$ cat src/rtl/rf_wb_arbiter_pkg.sv
// Shared types for the register-file writeback arbiter.
//   WB_XLEN  : default datapath width of a writeback payload
//   wb_req_t : one writeback request (destination register + data)
//   REG_X0   : architectural zero register; writes to it are dropped
package rf_wb_arbiter_pkg;

  localparam int WB_XLEN = 32;

  typedef struct packed {
    logic [4:0]         rd;
    logic [WB_XLEN-1:0] data;
  } wb_req_t;

  localparam logic [4:0] REG_X0 = 5'd0;

endpackage

$ cat src/rtl/rf_wb_arbiter_starve_ctr.sv
// wb_starve_ctr: saturating count of consecutive cycles the LSU lost arbitration.
// Ports:
//   aclk, areset : clock, async active-high reset
//   inc          : LSU requested and lost this cycle
//   clr          : LSU won or is not requesting (has priority over inc)
//   sat          : count has reached STARVE_LIMIT
module wb_starve_ctr #(
  parameter int STARVE_LIMIT = 4
) (
  input  logic aclk,
  input  logic areset,
  input  logic inc,
  input  logic clr,
  output logic sat
);

  localparam int CW = $clog2(STARVE_LIMIT + 1);
  localparam logic [CW-1:0] LIMIT_C = CW'(STARVE_LIMIT);

  logic [CW-1:0] count;

  always_ff @(posedge aclk or posedge areset) begin
    if (areset) begin
      count <= '0;
    end else if (clr) begin
      count <= '0;
    end else if (inc && (count != LIMIT_C)) begin
      count <= count + 1'b1;
    end
  end

  assign sat = (count == LIMIT_C);

endmodule

$ cat src/rtl/rf_wb_arbiter.sv
// rf_wb_arbiter: shares the single regfile write port between the ALU and LSU
// writeback paths. ALU has fixed priority; the LSU is forced through once it has
// lost STARVE_LIMIT consecutive cycles. Writes to x0 are accepted and dropped
// without using the port. The write port outputs are registered.
// Ports:
//   aclk, areset                  : clock, async active-high reset
//   alu_valid/alu_ready/alu_rd/alu_data : ALU writeback handshake + payload
//   lsu_valid/lsu_ready/lsu_rd/lsu_data : LSU writeback handshake + payload
//   write_en, rd, rd_data         : registered regfile write port
module rf_wb_arbiter
  import rf_wb_arbiter_pkg::*;
#(
  parameter int XLEN         = WB_XLEN,
  parameter int STARVE_LIMIT = 4
) (
  input  logic            aclk,
  input  logic            areset,
  input  logic            alu_valid,
  output logic            alu_ready,
  input  logic [4:0]      alu_rd,
  input  logic [XLEN-1:0] alu_data,
  input  logic            lsu_valid,
  output logic            lsu_ready,
  input  logic [4:0]      lsu_rd,
  input  logic [XLEN-1:0] lsu_data,
  output logic            write_en,
  output logic [4:0]      rd,
  output logic [XLEN-1:0] rd_data
);

  logic alu_x0, lsu_x0;
  logic alu_req, lsu_req;
  logic grant_alu, grant_lsu;
  logic starved;
  logic [4:0]      win_rd;
  logic [XLEN-1:0] win_data;

  // x0 requests are swallowed here so they never compete for the port.
  assign alu_x0  = alu_valid && (alu_rd == REG_X0);
  assign lsu_x0  = lsu_valid && (lsu_rd == REG_X0);
  assign alu_req = alu_valid && !alu_x0;
  assign lsu_req = lsu_valid && !lsu_x0;

  always_comb begin
    grant_lsu = lsu_req && (!alu_req || starved);
    grant_alu = alu_req && !grant_lsu;
    win_rd    = alu_rd;
    win_data  = alu_data;
    if (grant_lsu) begin
      win_rd   = lsu_rd;
      win_data = lsu_data;
    end
  end

  // Readys are gated by reset so nothing handshakes while areset is high.
  assign alu_ready = !areset && (alu_x0 || grant_alu);
  assign lsu_ready = !areset && (lsu_x0 || grant_lsu);

  // An x0-only LSU request neither counts as losing nor clears the history.
  wb_starve_ctr #(
    .STARVE_LIMIT (STARVE_LIMIT)
  ) u_starve_ctr (
    .aclk   (aclk),
    .areset (areset),
    .inc    (lsu_req && !grant_lsu),
    .clr    (grant_lsu || !lsu_valid),
    .sat    (starved)
  );

  always_ff @(posedge aclk or posedge areset) begin
    if (areset) begin
      write_en <= 1'b0;
      rd       <= '0;
      rd_data  <= '0;
    end else if (grant_alu || grant_lsu) begin
      write_en <= 1'b1;
      rd       <= win_rd;
      rd_data  <= win_data;
    end else begin
      write_en <= 1'b0;
    end
  end

endmodule

$ cat config.mk
export PLATFORM = sky130hd
export DESIGN_NAME = rf_wb_arbiter
export DESIGN_NICKNAME = d
export VERILOG_FILES = /design/src/rtl/rf_wb_arbiter_pkg.sv /design/src/rtl/rf_wb_arbiter_starve_ctr.sv /design/src/rtl/rf_wb_arbiter.sv
export SDC_FILE = /design/constraint.sdc
export NUM_CORES = 1
export LEC_CHECK = 0
export CAP_MARGIN = 40
export CORE_AREA = 4 4 68 94
export CTS_CLUSTER_DIAMETER = 30
export CTS_CLUSTER_SIZE = 16
export DETAILED_ROUTE_END_ITERATION = 16
export DIE_AREA = 0 0 72 98
export GPL_TIMING_DRIVEN = 0
export PLACE_DENSITY = 0.8
export SYNTH_ARGS = -nofsm -noshare
export SYNTH_HDL_FRONTEND = slang
export SYNTH_SLANG_ARGS = --single-unit
$ cat constraint.sdc
create_clock -name aclk -period 2.1 [get_ports aclk]
set_clock_uncertainty 0.1 [all_clocks]
set_input_delay 0.21 -clock aclk [delete_from_list [all_inputs] [get_ports aclk]]
set_output_delay 0.21 -clock aclk [all_outputs]
set_load 0.02 [all_outputs]
==> results_dict.tcl <==
set metrics [dict create \
    hpwl_um 4948 \
    path_clk_slew_ps 80 \
    synth_area_per_cell_um2 11.79 \
    die_x_um 72 \
    worstPathRequired_ps 2170 \
    holdPathStages 3 \
    insertion_delay_ps 290 \
    wirelength_um 6598 \
    grt_max_degree 25 \
    drc 0 \
    worstPathCellList "inv_2, ha_4, and3_4, o31ai_4, buf_6, nor2b_2, buf_6, buf_6, a221o_1" \
    seq_power_share_pct 43.5 \
    crit_cells 9 \
    ir_drop_uv 329.1 \
    grt-ovfl-total 0 \
    die_h_um 98 \
    syn_inst 174 \
    reg2regPathDepth 9 \
    rows 32 \
    synth_top_family_by_area "compound AO/OA/AOI/OAI gates" \
    sw_frac_of_total_pct 29.53 \
    diodes 0 \
    cp_max_fo 10 \
    fin_hold_ws_ps 105.3 \
    ys_types 24 \
    vias 2011 \
    max_clock_freq_ghz 0.4899 \
    leakagePower_uw 0.001545 \
    synth_compound_area_share_pct 22.51 \
    slowest_delay_ps 420 \
    relSlewSlack_pct 70.25 \
    cts.path.max_buffers 2 \
    synth_area_mm2 0.002051 \
    cp_common_cell "buf_6" \
    drtPass1Iterations 4 \
    final_layout_size_suffix_gt1_share_pct 14.19 \
    cp-end-kind "flop" \
    synth-xor-area-share_pct 0 \
    wire_per_inst_um 17.78 \
    hold_viol_final 0 \
    num_io_pins 118 \
    antenna_found_initial 0 \
    grt_usage_pct 18.85 \
    rsz0062_at_grt "true" \
    core-area_mm2 0.005525 \
    period_share_pct 97.21 \
    p_per_area_mw_per_mm2 598.4 \
    power.total_uw 2072 \
    muxShareOfSynthArea_pct 0 \
    synth_seq_cells 41 \
    grt_pass1_wl_um 10520 \
    setup_violations 0 \
    synth_nets 254 \
    critPathSlowestCell "dfrtp_1" \
    dieArea_mm2 0.007056 \
    status "finished, final reports clean" \
    io_buffers 116 \
    maxCapViolCount 0 \
    fin_nets 382 \
    path_buf_inv 4 \
    critPathKind "flop to flop" \
    p_comb_share_pct 31.4 \
    ys_seq_area_share_pct 50.03 \
    crit_family "buffers and inverters" \
    first_global_vias 2068 \
    cts.sinks 41 \
    pwr-share-clk_pct 25.0 \
    post-route-min-period_ps 2041 \
    synth.top_cell.area_share_pct 50.03 \
    slew_violations 0 \
    gp_congestion 0.7785 \
    switchingPower_uw 612.0 \
    numCtsBuffers 5 \
    synth_area_leaders "dfrtp_1 50%, a221o_1 16%, and3_1 10%, nand3_1 4.9%, buf_6 3.8%" \
    r2r_slack_ps 60 \
    tightest_slew_ps 445.6 \
    h-tree-depth 2 \
    area.growth.synth_to_final_pct 68.88 \
    viasPerCell 5.420 \
    start_util_pct 37.12 \
    ant_nets 0 \
    cts_tree "done" \
    ys.warnings.count 0 \
    worstSetupStartpointType "flop" \
    hold_path_class "input pin to flop" \
    drt_iter0_markers 129 \
    synthSimpleGateAreaFrac_pct 19.40 \
    yosys.area.top_type "dfrtp_1" \
    clock_tree.root_cell "clkbuf_8" \
    internal_power_uw 1461 \
    synth_adder_area_share_pct 1.220 \
    worstPathArrival_ps 2110 \
]
==> worst paths after layout <==
kind                                                    from                           endpoint
setup / recovery           u_starve_ctr.count[0]$_DFFE_PP0P_            rd_data[25]$_DFFE_PP0P_
hold / removal                                     alu_rd[0]                  rd[0]$_DFFE_PP0P_
setup reg to reg           u_starve_ctr.count[0]$_DFFE_PP0P_            rd_data[25]$_DFFE_PP0P_
hold reg to reg                            rd[0]$_DFFE_PP0P_                  rd[0]$_DFFE_PP0P_
max in group asynchronous                             areset  u_starve_ctr.count[1]$_DFFE_PP0P_
min in group asynchronous                             areset            rd_data[27]$_DFFE_PP0P_
==> cell usage in the layout, fill, tap and decap left out, types with 2 or more instances in the layout <==
cell type and count:
nand2_1 5, buf_2 6, a21boi_0 2, o211a_1 2, clkbuf_2 2, clkbuf_1 4, nand3_1 20, buf_6 8
inv_2 3, dfrtp_1 41, or3_4 2, a221o_1 32, clkinv_2 2, clkdlybuf4s50_1 113, and3_1 32, buf_4 4
clkbuf_8 5, o31ai_4 3
==> sequential cells by signal (all words and copies together), names as in the netlist <==
register and flops:
rd 5, write_en 1, u_starve_ctr.count 3, rd_data 32
==> area by class of cell <==
type                       count  area [um^2]
fill                         480         2062
timing repair buffer         121         1207
sequential                    41         1026
multi-input combinational    112        915.9
buffer                        18        131.4
tap                           68        85.08
clock buffer                   5        68.82
clock inverter                 3        17.52
inverter                       3        11.26
==> power by group through the flow <==
stage	clock network, uW	logic (uW)	registers [uW]
after detailed placement	0	649	917
after global routing	565	694	913
after global placement	0	636	915
final	519	651	902
after CTS	534	655	902
after floorplan	0	185	1010
==> tightest hold or removal path: stages <==
cell and delay (ps):
dlymetal6s2s_1 110, nand3_1 70, nand3_1 70
==> routing by layer <==
metal  vias up  wire [um]  global-route usage, %
met3        15        428                  3.811
met1       978       2600                  23.10
met2        81       3391                  32.15
li1        937          -                      -
met5         -          0                      0
met4         0        178                  7.091
==> repair_timing <==
item	in CTS	in global routing
pin swaps	4	4
hold buffers	0	0
buffers inserted	3	1
setup endpoints to repair	2	33
gates resized for setup	9	13
==> through the flow <==
| stage | instance area [um^2] | std cells | setup slack [ps] | util, % | setup TNS, ps |
|---|---|---|---|---|---|
| 6_report | 3463 | 371 | 58.59 | 62.68 | 0 |
| 5_1_grt | 3463 | 371 | -0.9079 | 62.68 | -0.9079 |
| 4_1_cts | 3445 | 370 | 0.8815 | 62.34 | 0 |
| 3_5_place_dp | 3317 | 359 | -663.8 | 60.03 | -9461 |
| 3_3_place_gp | 3297 | 358 | -994.1 | 59.67 | -15490 |
| 2_1_floorplan | 2051 | 174 | 259.4 | - | 0 |
==> cells in the mapped netlist <==
master / instances
nand3_1: 20
o31ai_4: 3
dfrtp_1: 41
buf_6: 7
o2bb2ai_1: 1
or3_4: 2
nor2_1: 1
and3_1: 33
clkbuf_1: 6
or3b_2: 1
nand2_1: 5
nor4b_1: 1
or3_1: 1
inv_1: 3
o211a_1: 2
nor2b_1: 2
buf_4: 1
a21boi_0: 2
a221o_1: 32
o311ai_4: 1
ha_1: 2
buf_2: 4
o21a_1: 1
nor3_1: 2
==> cell families after synthesis <==
family | after synthesis
AOI/OAI and AO/OA | 42
adders and majority gates | 2
buffers and inverters | 21
DFF | 41
and+or+nand+nor | 68
Power figures use the tool's default switching activity.
